<file path="src/rtl/gradient_batch_framer.sv">
// Frames gradient batches: parses N from the header beat, forwards ceil((N+1)/EPL) lines
// through one registered AXI-Stream stage, and tags the final line with TLAST and a tail keep.
module gradient_batch_framer #(
  parameter int DATA_W   = 512,
  parameter int ELEM_W   = 32,
  parameter int ZERO_HDR = 1,
  parameter int CNT_W    = 32
) (
  input  logic              clk,
  input  logic              rst,
  input  logic [DATA_W-1:0] rx_data_TDATA,
  input  logic              rx_data_TVALID,
  output logic              rx_data_TREADY,
  output logic [DATA_W-1:0] tx_data_TDATA,
  output logic              tx_data_TVALID,
  input  logic              tx_data_TREADY,
  output logic              tx_data_TLAST,
  output logic [DATA_W/ELEM_W-1:0] tx_data_TKEEP,
  output logic [31:0]       N,
  output logic              batch_ending,
  output logic [CNT_W-1:0]  batch_count
);
  localparam int EPL      = DATA_W / ELEM_W;
  localparam int LOG2_EPL = $clog2(EPL);
  localparam logic [EPL-1:0] KEEP_ONE = {{(EPL-1){1'b0}}, 1'b1};
  localparam logic [31:0] N_MASK =
    (ELEM_W >= 32) ? 32'hFFFF_FFFF : 32'((64'd1 << ELEM_W) - 64'd1);

  typedef enum logic {HDR, BODY} state_t;

  state_t            state_q, state_d;
  logic [32:0]       remaining_q, remaining_d;
  logic [EPL-1:0]    tail_keep_q, tail_keep_d;
  logic [31:0]       n_q, n_d;
  logic              tvalid_q;
  logic [DATA_W-1:0] tdata_q;
  logic [EPL-1:0]    tkeep_q;
  logic              tlast_q;
  logic              end_q;
  logic [CNT_W-1:0]  count_q;

  logic              rx_hs, tx_hs;
  logic [31:0]       hdr_n;
  logic [32:0]       hdr_np1, hdr_lines;
  logic [EPL-1:0]    hdr_keep;
  logic [DATA_W-1:0] beat_data;
  logic [EPL-1:0]    beat_keep;
  logic              beat_last;

  // Keep mask for the last line; a zero tail means the last line is full.
  function automatic logic [EPL-1:0] tail_keep(input logic [32:0] np1);
    logic [LOG2_EPL-1:0] tail;
    tail = np1[LOG2_EPL-1:0];
    if (tail == '0) return '1;
    return (KEEP_ONE << tail) - KEEP_ONE;
  endfunction

  assign rx_data_TREADY = !tvalid_q || tx_data_TREADY;
  assign rx_hs          = rx_data_TVALID && rx_data_TREADY;
  assign tx_hs          = tvalid_q && tx_data_TREADY;

  // 33-bit slot count so N=0xFFFFFFFF still yields a correct line count.
  assign hdr_n     = rx_data_TDATA[31:0] & N_MASK;
  assign hdr_np1   = {1'b0, hdr_n} + 33'd1;
  assign hdr_lines = (hdr_np1 + 33'(EPL - 1)) >> LOG2_EPL;
  assign hdr_keep  = tail_keep(hdr_np1);

  always_comb begin
    state_d     = state_q;
    remaining_d = remaining_q;
    tail_keep_d = tail_keep_q;
    n_d         = n_q;
    beat_data   = rx_data_TDATA;
    beat_keep   = '1;
    beat_last   = 1'b0;
    case (state_q)
      HDR: begin
        if (rx_hs) begin
          n_d         = hdr_n;
          remaining_d = hdr_lines - 33'd1;
          tail_keep_d = hdr_keep;
          if (ZERO_HDR != 0) beat_data[ELEM_W-1:0] = '0;
          if (hdr_lines == 33'd1) begin
            beat_last = 1'b1;
            beat_keep = hdr_keep;
          end else begin
            state_d = BODY;
          end
        end
      end
      BODY: begin
        if (rx_hs) begin
          remaining_d = remaining_q - 33'd1;
          if (remaining_q == 33'd1) begin
            beat_last = 1'b1;
            beat_keep = tail_keep_q;
            state_d   = HDR;
          end
        end
      end
      default: state_d = HDR;
    endcase
  end

  always_ff @(posedge clk) begin
    if (rst) begin
      state_q     <= HDR;
      remaining_q <= '0;
      tail_keep_q <= '0;
      n_q         <= '0;
      tvalid_q    <= 1'b0;
      tdata_q     <= '0;
      tkeep_q     <= '0;
      tlast_q     <= 1'b0;
      end_q       <= 1'b0;
      count_q     <= '0;
    end else begin
      state_q     <= state_d;
      remaining_q <= remaining_d;
      tail_keep_q <= tail_keep_d;
      n_q         <= n_d;
      // A new beat overwrites the register in the same cycle the old one leaves.
      if (rx_hs) begin
        tvalid_q <= 1'b1;
        tdata_q  <= beat_data;
        tkeep_q  <= beat_keep;
        tlast_q  <= beat_last;
      end else if (tx_data_TREADY) begin
        tvalid_q <= 1'b0;
      end
      end_q <= tx_hs && tlast_q;
      if (tx_hs && tlast_q) count_q <= count_q + CNT_W'(1);
    end
  end

  assign tx_data_TDATA  = tdata_q;
  assign tx_data_TVALID = tvalid_q;
  assign tx_data_TKEEP  = tkeep_q;
  assign tx_data_TLAST  = tlast_q;
  assign N              = n_q;
  assign batch_ending   = end_q;
  assign batch_count    = count_q;
endmodule
</file>
<file path="config.mk">
export PLATFORM = sky130hd
export DESIGN_NAME = gradient_batch_framer
export DESIGN_NICKNAME = d
export VERILOG_FILES = /design/src/rtl/gradient_batch_framer.sv
export SDC_FILE = /design/constraint.sdc
export NUM_CORES = 1
export LEC_CHECK = 0
export CAP_MARGIN = 20
export CORE_AREA = 2 2 435 437
export CTS_BUF_LIST = sky130_fd_sc_hd__clkbuf_2 sky130_fd_sc_hd__clkbuf_4 sky130_fd_sc_hd__clkbuf_8
export DETAILED_ROUTE_END_ITERATION = 16
export DIE_AREA = 0 0 437 439
export PLACE_DENSITY_LB_ADDON = 0.1
export SYNTH_ARGS = -nofsm -noshare
export SYNTH_HDL_FRONTEND = slang
export SYNTH_SLANG_ARGS = --single-unit
</file>
<file path="constraint.sdc">
create_clock -name clk -period 5.1 [get_ports clk]
set_input_delay 0.765 -clock clk [delete_from_list [all_inputs] [get_ports clk]]
set_output_delay 0.765 -clock clk [all_outputs]
set_load 0.03 [all_outputs]
</file>
==> results, run 1 <==
- The run finished with clean final reports.
- The post-CTS resize count is 0.
- The clock period minus final worst setup slack is 4290 ps.
- The core outline area is between 150000 and 200000 sq um.
- The top achievable clock speed is 0.233 GHz.
- For the final database, setup skew stands at approximately 42 ps.
- Hold timing on the final database bottoms out at a slack of about 320 ps.
- Entering global routing, the biggest net connects 150 pins.
- The number of violations reported at the end of detailed-routing iteration 0 is about 1.5k.
- The average size of a mapped cell is around 7.6 sq um.
- The mapped netlist covers 26700 sq um.
- After synthesis, the cell types taking the most area are sky130_fd_sc_hd__dfxtp_1 48%, sky130_fd_sc_hd__nand2_1 16%, sky130_fd_sc_hd__a21oi_1 11%.
- The count of cells along the worst register-to-register path is 11.
- The Yosys warning count is 0.
- roughly 1.1k I/O pins were placed.
- The H-tree generated during clock tree synthesis spans 4 levels.
- Routability-driven placement finished with a final weighted congestion of approximately 0.84.
- Setup repair after global routing left no endpoint under its margin.
- The kind of path behind the tightest hold check is in -> reg.
- The final cell count without fillers is about 7.2k.
- For this design, the sink count on the clock tree is 645.
- Measured along the y axis, the die boundary spans 439 um.
- The post-synthesis net count is 4026.
- Along the worst path, the maximum fanout reaches 9.
- The kind of start point of the critical path is an input port.
- The floorplan has approximately 160 rows.
- The number of hold buffers added after CTS was 0.
- Post-CTS timing repair inserted 0 buffers for setup.
- Sorting the synthesized cells by how often they occur yields 1163 x sky130_fd_sc_hd__nand2_1, 645 x sky130_fd_sc_hd__dfxtp_1, 609 x sky130_fd_sc_hd__a21oi_1, 235 x sky130_fd_sc_hd__clkbuf_1, 115 x sky130_fd_sc_hd__nor2_1.
- The share of the Yosys chip area taken by registers is 0.484.
- In this run the worst setup path begins at rx_data_TDATA[1].
- Counting distinct cell types in the post-synthesis netlist gives a little over 90.
- The primary flip-flop cell chosen by synthesis mapping is sky130_fd_sc_hd__dfxtp_1.
- The routed layout has between 20k and 30k vias.
- Of the cells placed in the final design, the portion with a size suffix greater than 1 is 0.0821.
- The global-route congestion overflow total is 0.
- The number of placed instances, taps included is approximately 6.9k.
- The clock-pin slew on the worst setup and hold paths is ~60 ps.
- The critical path is of the in -> reg type.
- The final design utilization is 0.234.
- The number of clock buffers inserted by TritonCTS is around 140.
- The data arrival time of the worst path is between 5000 and 6000 ps.
- The number of max-slew violations in the final report is 0.
- The number of remaining DRC errors is 0.
- In the global route stage, overall resource usage came out at 0.167.
- The number of endpoints with negative hold slack in the final report is 0.
- The maximum number of buffers from clock root to sink is 3.
- Once routing completed, OpenROAD measured the worst setup slack at 815 ps.
- The number of buffers inserted by port buffering is between 1k and 1.5k.
- Adding up every negative setup slack in the final design gives 0 ps.
- For this run, the post-layout net count is ~5k.
- The most numerous cell in the Yosys netlist is sky130_fd_sc_hd__nand2_1.
- After technology mapping, the gate count stands at between 3k and 4k.
- The required time of the critical path is around 5900 ps.
- Setup violations remaining at the end of the flow were counted as 0.
- The number of enable flip-flop cells after synthesis is 0.
- The most critical setup path has its endpoint at remaining_q[24]$_SDFFE_PP0P_.
- At the pin with the least slew margin, the transition time is slightly above 900 ps.
- The share of the synthesized area in the top cell type is 0.484.
- The critical register-to-register path endpoint is remaining_q[30]$_SDFFE_PP0P_.
- The tool flagged a number of max-cap violations equal to 0.
- The post-synthesis cell type with the largest combined area is sky130_fd_sc_hd__dfxtp_1.
- The initial antenna violation count came to 36.
- The number of global-route vias before repair is approximately 28k.
- The remaining antenna violation count is 0.
- For this run, asynchronously set or reset flops after synthesis account for 0.
- Setup slack on the worst reg-to-reg path comes out at around 1300 ps.
- In this run the power density over the cells is about 330 nW/um^2.
- The endpoint kind of the worst setup timing path is a flip-flop.
- The die covers roughly 190000 sq um.
- The first detailed-routing pass took 5 iterations.
- In the finished design, the share of the clock period the worst path needs comes to 0.840.
- Once detailed placement completed, the half-perimeter wirelength came to about 130000 um.
- The clock tree from TritonCTS is built.
- The highest ir drop seen on vdd is between 0.15 and 0.2 mV.
- The tree is rooted in a sky130_fd_sc_hd__clkbuf_8.
- The analysis attributes to cell leakage a power of around 16 nW.
- The initial core utilization is 0.143.
- The wire length of the first global-routing pass is between 200000 and 250000 um.
- The insertion delay to the later sink of the worst-skew pair is 900 ps.
- The placement-stage worst setup slack is -19.1 ps.
- The total of flip-flops plus latches after synthesis is 645.
- The chip width is approximately 440 um.
- In the final routed layout, each cell accounts on average for roughly 23 um.
- In the routed layout, each cell is associated on average with a via count of ~4.0.
- The layout overhead on the synthesized area is 64.0%.
- The relative slew slack is 0.397.
- The critical register-to-register path startpoint is remaining_q[0]$_SDFFE_PP0P_.
- Summed over all layers, the routed wires come to 167000 um.
## worst min path at each step
stage                                           end  depth (start not counted)                      startpoint  slack, ps
CTS                 tx_data_TDATA[464]$_SDFFE_PP0P_                          2                             rst        190
finish              tx_data_TDATA[464]$_SDFFE_PP0P_                          2                             rst        320
global placement       tail_keep_q[10]$_SDFFE_PP0P_                          2    tail_keep_q[10]$_SDFFE_PP0P_        440
detailed placement   tx_data_TDATA[20]$_SDFFE_PP0P_                          2  tx_data_TDATA[20]$_SDFFE_PP0P_        450
global route        tx_data_TDATA[464]$_SDFFE_PP0P_                          2                             rst        250
floorplan              tail_keep_q[10]$_SDFFE_PP0P_                          2    tail_keep_q[10]$_SDFFE_PP0P_        430
## state kept, by name (all words and copies together) (netlist names)
register and flops:
N 32, tail_keep_q 16, remaining_q 33, tx_data_TKEEP 16, tx_data_TLAST 1, tx_data_TVALID 1
state_q 1, batch_ending 1, batch_count 32, tx_data_TDATA 512
## stage by stage
step	cell area, sq um	power (mW)
after detailed placement	40900	8.47
after CTS	43700	14.8
after floorplan	26700	6.91
after global routing	43700	15.1
final	43700	14.3
after global placement	40900	8.48
## cells in the final DEF, fill, tap and decap left out, types with 25 or more instances in the layout
cell type / netlist / layout
sky130_fd_sc_hd__clkbuf_4: 0 / 49
sky130_fd_sc_hd__inv_1: 29 / 29
sky130_fd_sc_hd__a21oi_1: 609 / 609
sky130_fd_sc_hd__buf_4: 6 / 97
sky130_fd_sc_hd__nor4_1: 28 / 28
sky130_fd_sc_hd__nand4_1: 25 / 25
sky130_fd_sc_hd__o21ai_0: 98 / 98
sky130_fd_sc_hd__xnor2_1: 52 / 52
sky130_fd_sc_hd__xor2_1: 34 / 34
sky130_fd_sc_hd__nor3_1: 56 / 56
sky130_fd_sc_hd__dfxtp_1: 645 / 644
sky130_fd_sc_hd__nand3_1: 64 / 64
sky130_fd_sc_hd__nor2_1: 115 / 114
sky130_fd_sc_hd__clkdlybuf4s50_1: 0 / 1110
sky130_fd_sc_hd__clkbuf_8: 0 / 164
sky130_fd_sc_hd__nand2_1: 1163 / 1161
## per-layer routing
layer  up-vias  wire length, um  global-route usage  part of all wire
li1      14000                -                   -                 -
met1     13700            67300               0.191              0.40
met2       959            82500               0.290              0.49
met3       245            13000              0.0591             0.078
met4        16             4270              0.0517             0.026
met5         -              101                   0           0.00060
## kinds of logic (layout without fill, tap and decap cells)
| logic type | Yosys count | count (layout) | synth area share |
|---|---|---|---|
| fa+ha+maj | 12 | 12 | 0.00563 |
| compound gates | 845 | 845 | 0.175 |
| mux | 10 | 10 | 0.00380 |
| simple gates | 1604 | 1604 | 0.259 |
| other cells | 0 | 9 | 0 |
| flops | 645 | 645 | 0.484 |
| buf+inv | 296 | 1485 | 0.0439 |
| xor+xnor | 86 | 86 | 0.0283 |
## worst max-delay path, cell delays in order
cell and delay [ps]:
sky130_fd_sc_hd__clkdlybuf4s50_1 500, sky130_fd_sc_hd__ha_1 240, sky130_fd_sc_hd__and3_1 350, sky130_fd_sc_hd__buf_4 240, sky130_fd_sc_hd__nand3b_1 90, sky130_fd_sc_hd__a2111oi_1 580
sky130_fd_sc_hd__o211ai_1 350, sky130_fd_sc_hd__nor2_2 310, sky130_fd_sc_hd__mux2i_1 200, sky130_fd_sc_hd__nor3_4 470, sky130_fd_sc_hd__nand3_1 350, sky130_fd_sc_hd__o31a_1 370
sky130_fd_sc_hd__a221oi_1 250
## power breakdown
group / internal (mW) / leakage [nW] / switching (mW)
clock network: 3.33 / 1.51 / 2.69
registers: 5.34 / 5.30 / 0.171
logic: 1.12 / 8.78 / 1.69
total: 9.78 / 15.6 / 4.55
## area by class of cell
| cell class | instances | area, sq um |
|---|---|---|
| timing repair buffer | 1221 | 12100 |
| fill | 20700 | 143000 |
| multi-input combinational | 2557 | 12600 |
| inverter | 29 | 109 |
| clock inverter | 22 | 215 |
| clock buffer | 213 | 2630 |
| tap | 2495 | 3120 |
| sequential | 645 | 12900 |
| antenna | 9 | 22.5 |
Power figures use the tool's default switching activity.
==> run 2, diff against run 1 <==
clock period = 4.3 ns   (was 5.1 ns; I/O delays follow)
==> run 2 against run 1 <==
- non-clock buffer count increased by 138
- sequential share of layout area decreased by 0.72 points
- routed wire length barely moved
- sequential power is 18% higher
- final cell count grew 2.0%
- critical endpoint is now remaining_q[27]$_SDFFE_PP0P_
- largest power group unchanged
- highest routed layer unchanged
==> results, run 2 (same netlist as run 1, synthesis figures left out) <==
- The HPWL after detailed placement is 127000 um (+0.58%).
- The final clock skew is 44.7 ps (+2.79 ps).
- The total negative setup slack was 0 ps (unchanged).
- The cell area reported after detailed placement is 42000 sq um (+2.8%).
- The proportion of layout cells with a drive suffix above 1 is 0.109 (+0.0266).
- The number of buffers inserted by post-CTS setup repair came to 0 (unchanged).
- The number of max-slew violations in the final report came to 0 (unchanged).
- The required time of the critical path is 5080 ps (-810 ps).
- The cell count of the worst hold path is 2 (unchanged).
- The worst setup path is launched from an input port.
- The total of max-cap violations is 0 (unchanged).
- The measured slew at the worst slew-check pin is 1080 ps (+174 ps).
- Static timing analysis puts the maximum clock frequency at approximately 0.26 GHz.
- The layout filler cell count is 20.8k (+0.86%).
- The multi-input gate area in the final layout is 12600 sq um (unchanged).
- The remaining antenna violation count is 0 (unchanged).
- In this run the critical register-to-register path is captured at remaining_q[30]$_SDFFE_PP0P_.
- The number of cell rows is 159 (unchanged).
- Leaving out fill and tap cells, the most frequent cells in the layout are 1161 x sky130_fd_sc_hd__nand2_1, 1110 x sky130_fd_sc_hd__clkdlybuf4s50_1, 644 x sky130_fd_sc_hd__dfxtp_1.
- The data arrival time of the worst path is 4610 ps (-460 ps).
- The most prevalent standard cell on the critical path is sky130_fd_sc_hd__buf_4.
- Of the available clock period, the critical path in the final layout requires 0.890.
- The initial antenna violation count is 41 (+14%).
- The final RePlAce weighted congestion is 0.831 (-0.84%).
- The clock sink count is 645 (unchanged).
- The maximum number of buffers from clock root to sink came to 3 (unchanged).
- Walking the worst path, the cells encountered are clkdlybuf4s50_1 -> ha_1 -> and3_1 -> buf_12 -> or3_1 -> a21oi_2 -> and4b_1 -> buf_4 -> nand2_1 -> buf_4 -> nor3_1 -> o21ba_2 -> nand3_1 -> or4_1 -> a31oi_1.
- The tree is rooted in a sky130_fd_sc_hd__clkbuf_8.
- The clock period minus final worst setup slack is 3830 ps.
- The sequential cell area is 12900 sq um (unchanged).
- The count of cells along the worst register-to-register path came to 9 (-2).
- The final design utilization is 0.240 (+0.00588).
- The total power per unit cell area is 380 nW/um^2 (+16%).
- The endpoint kind of the worst setup timing path is a flip-flop.
- The flow ran to the end, and the final reports show no timing, DRC or antenna violations.
- The highest ir drop seen on vdd is 0.199 mV (+15%).
- The number of remaining DRC errors is 0 (unchanged).
- The number of violations reported at the end of detailed-routing iteration 0 came to 1440 (-4.0%).
- The number of flip-flops in the largest register is 512 (unchanged).
- The number of nets at the end of the flow was 5262 (+2.7%).
- From synthesis to final layout, the design area changed by 68.1%.
- The number of endpoints with negative hold slack in the final report was 0 (unchanged).
- The wire length of the first global-routing pass is 229000 um (about the same).
- The initial core utilization is 0.143 (unchanged).
- The clock-pin slew on the worst setup and hold paths is 50 ps (about the same).
- The maximum number of pins on one net before global-route repair is 166 (+11%).
- In this run the critical register-to-register path is launched from remaining_q[8]$_SDFFE_PP0P_.
- The largest incremental delay on the critical path came to 510 ps (-70 ps).
- The largest fanout on the critical path is 13 (+4).
- The worst setup path is of the in -> reg kind.
- The post-CTS resize count is 0 (unchanged).
- The end point of the most critical hold path is tx_data_TDATA[170]$_SDFFE_PP0P_.
- The number of clock buffers inserted by TritonCTS is 142 (-1.4%).
- The kind of path behind the tightest hold check is in -> reg.
- The relative slew slack is 0.281 (-0.116).
- The average vias per placed instance is 3.99 (-0.88%).
- The overall routed net length is 167000 um (about the same).
- The final count of negative-setup-slack endpoints is 0 (unchanged).
- The total of hold buffers inserted after clock tree synthesis came to 0 (unchanged).
- The final instance area is 44800 sq um (+2.5%).
- Broken down by cell family, the worst path's largest delay share belongs to simple AND/OR/NAND/NOR gates.
- The insertion delay to the later sink of the worst-skew pair is 860 ps (-40 ps).
- The core outline area is 187000 sq um (unchanged).
- The number of global-route vias before repair was 28.7k (+0.94%).
- The average wire per cell in the routed design was 22.8 um (-1.9%).
- The origin of the worst min-delay path is rst.
- The chip width came to 437 um (unchanged).
- The combined global-route utilization of all metal layers is 0.166 (-0.000514).
- The library cell used most frequently in the layout, excluding fill and tap cells, is sky130_fd_sc_hd__nand2_1.
- The static leakage is 16.3 nW (+4.4%).
- The H-tree level count is 4 (unchanged).
- The number of primary I/O pins is 1112 (unchanged).
- The worst-case register-to-register setup slack was 700 ps (-550 ps).
- The clock tree from TritonCTS is built.
- The total vias in the final route is 29.2k (+1.1%).
- The global-route congestion overflow total is 0 (unchanged).
- The slowest stage of the critical path is the sky130_fd_sc_hd__or4_1 cell.
- The critical path starts at rx_data_TDATA[0].
- The buffers plus inverters on the worst setup path came to 4 (+2).
- The number of buffers inserted by port buffering came to 1111 (unchanged).
- Setup repair after global routing left no endpoint under its margin.
- The length of the first detailed-routing pass in iterations is 5 (unchanged).
- The floorplan die area came to 192000 sq um (unchanged).
- The vertical extent of the die is 439 um (unchanged).
==> run 2: cell types whose count changed in the layout (fill, tap and decap cells not counted), moves of 2 or more <==
cell	delta
sky130_fd_sc_hd__diode_2	+2
sky130_fd_sc_hd__buf_12	+7
sky130_fd_sc_hd__inv_6	+2
sky130_fd_sc_hd__clkbuf_4	+6
sky130_fd_sc_hd__buf_4	+131
sky130_fd_sc_hd__clkbuf_8	-2
sky130_fd_sc_hd__clkinv_8	-2
sky130_fd_sc_hd__inv_8	-2
==> run 2: metrics by stage <==
| stage | cells | worst slack [ps] | total power, mW | hold slack [ps] |
|---|---|---|---|---|
| after floorplan | 3498 | 442 | 8.20 | 433 |
| final | 7333 | 473 | 17.0 | 266 |
| after global routing | 7332 | 263 | 18.0 | 201 |
| after CTS | 7322 | 589 | 17.5 | 135 |
| after global placement | 7085 | -374 | 10.1 | 439 |
| after detailed placement | 7085 | -402 | 10.1 | 443 |
==> run 2: report_power, final <==
group          internal, mW  leakage [nW]  switching, mW
Sequential             6.33          5.30          0.190
Clock                  3.95          1.50           3.13
Combinational          1.40          9.47           2.04
Total                  11.7          16.3           5.36
==> run 2: worst max path at each step <==
stage,endpoint,depth (start not counted)
floorplan,remaining_q[28]$_SDFFE_PP0P_,12
global placement,tx_data_TKEEP[4]$_SDFFE_PP0P_,16
detailed placement,tx_data_TKEEP[8]$_SDFFE_PP0P_,17
CTS,tx_data_TKEEP[8]$_SDFFE_PP0P_,17
global route,tx_data_TKEEP[4]$_SDFFE_PP0P_,17
finish,remaining_q[27]$_SDFFE_PP0P_,15
==> run 2: layout make-up <==
| class | count | share of cell area |
|---|---|---|
| clock inverter | 20 | 0.00377 |
| antenna | 11 | 0.000614 |
| tap | 2495 | 0.0697 |
| clock buffer | 217 | 0.0590 |
| timing repair buffer | 1359 | 0.295 |
| multi-input combinational | 2557 | 0.281 |
| sequential | 645 | 0.288 |
| inverter | 29 | 0.00243 |
==> run 2: metal layers <==
metal | GRT usage | vias to the layer above | wire length (um)
met5 | 0 | - | 125
met4 | 0.0461 | 22 | 3900
met3 | 0.0611 | 226 | 13000
met2 | 0.286 | 902 | 82100
met1 | 0.193 | 13800 | 68000
li1 | - | 14300 | -
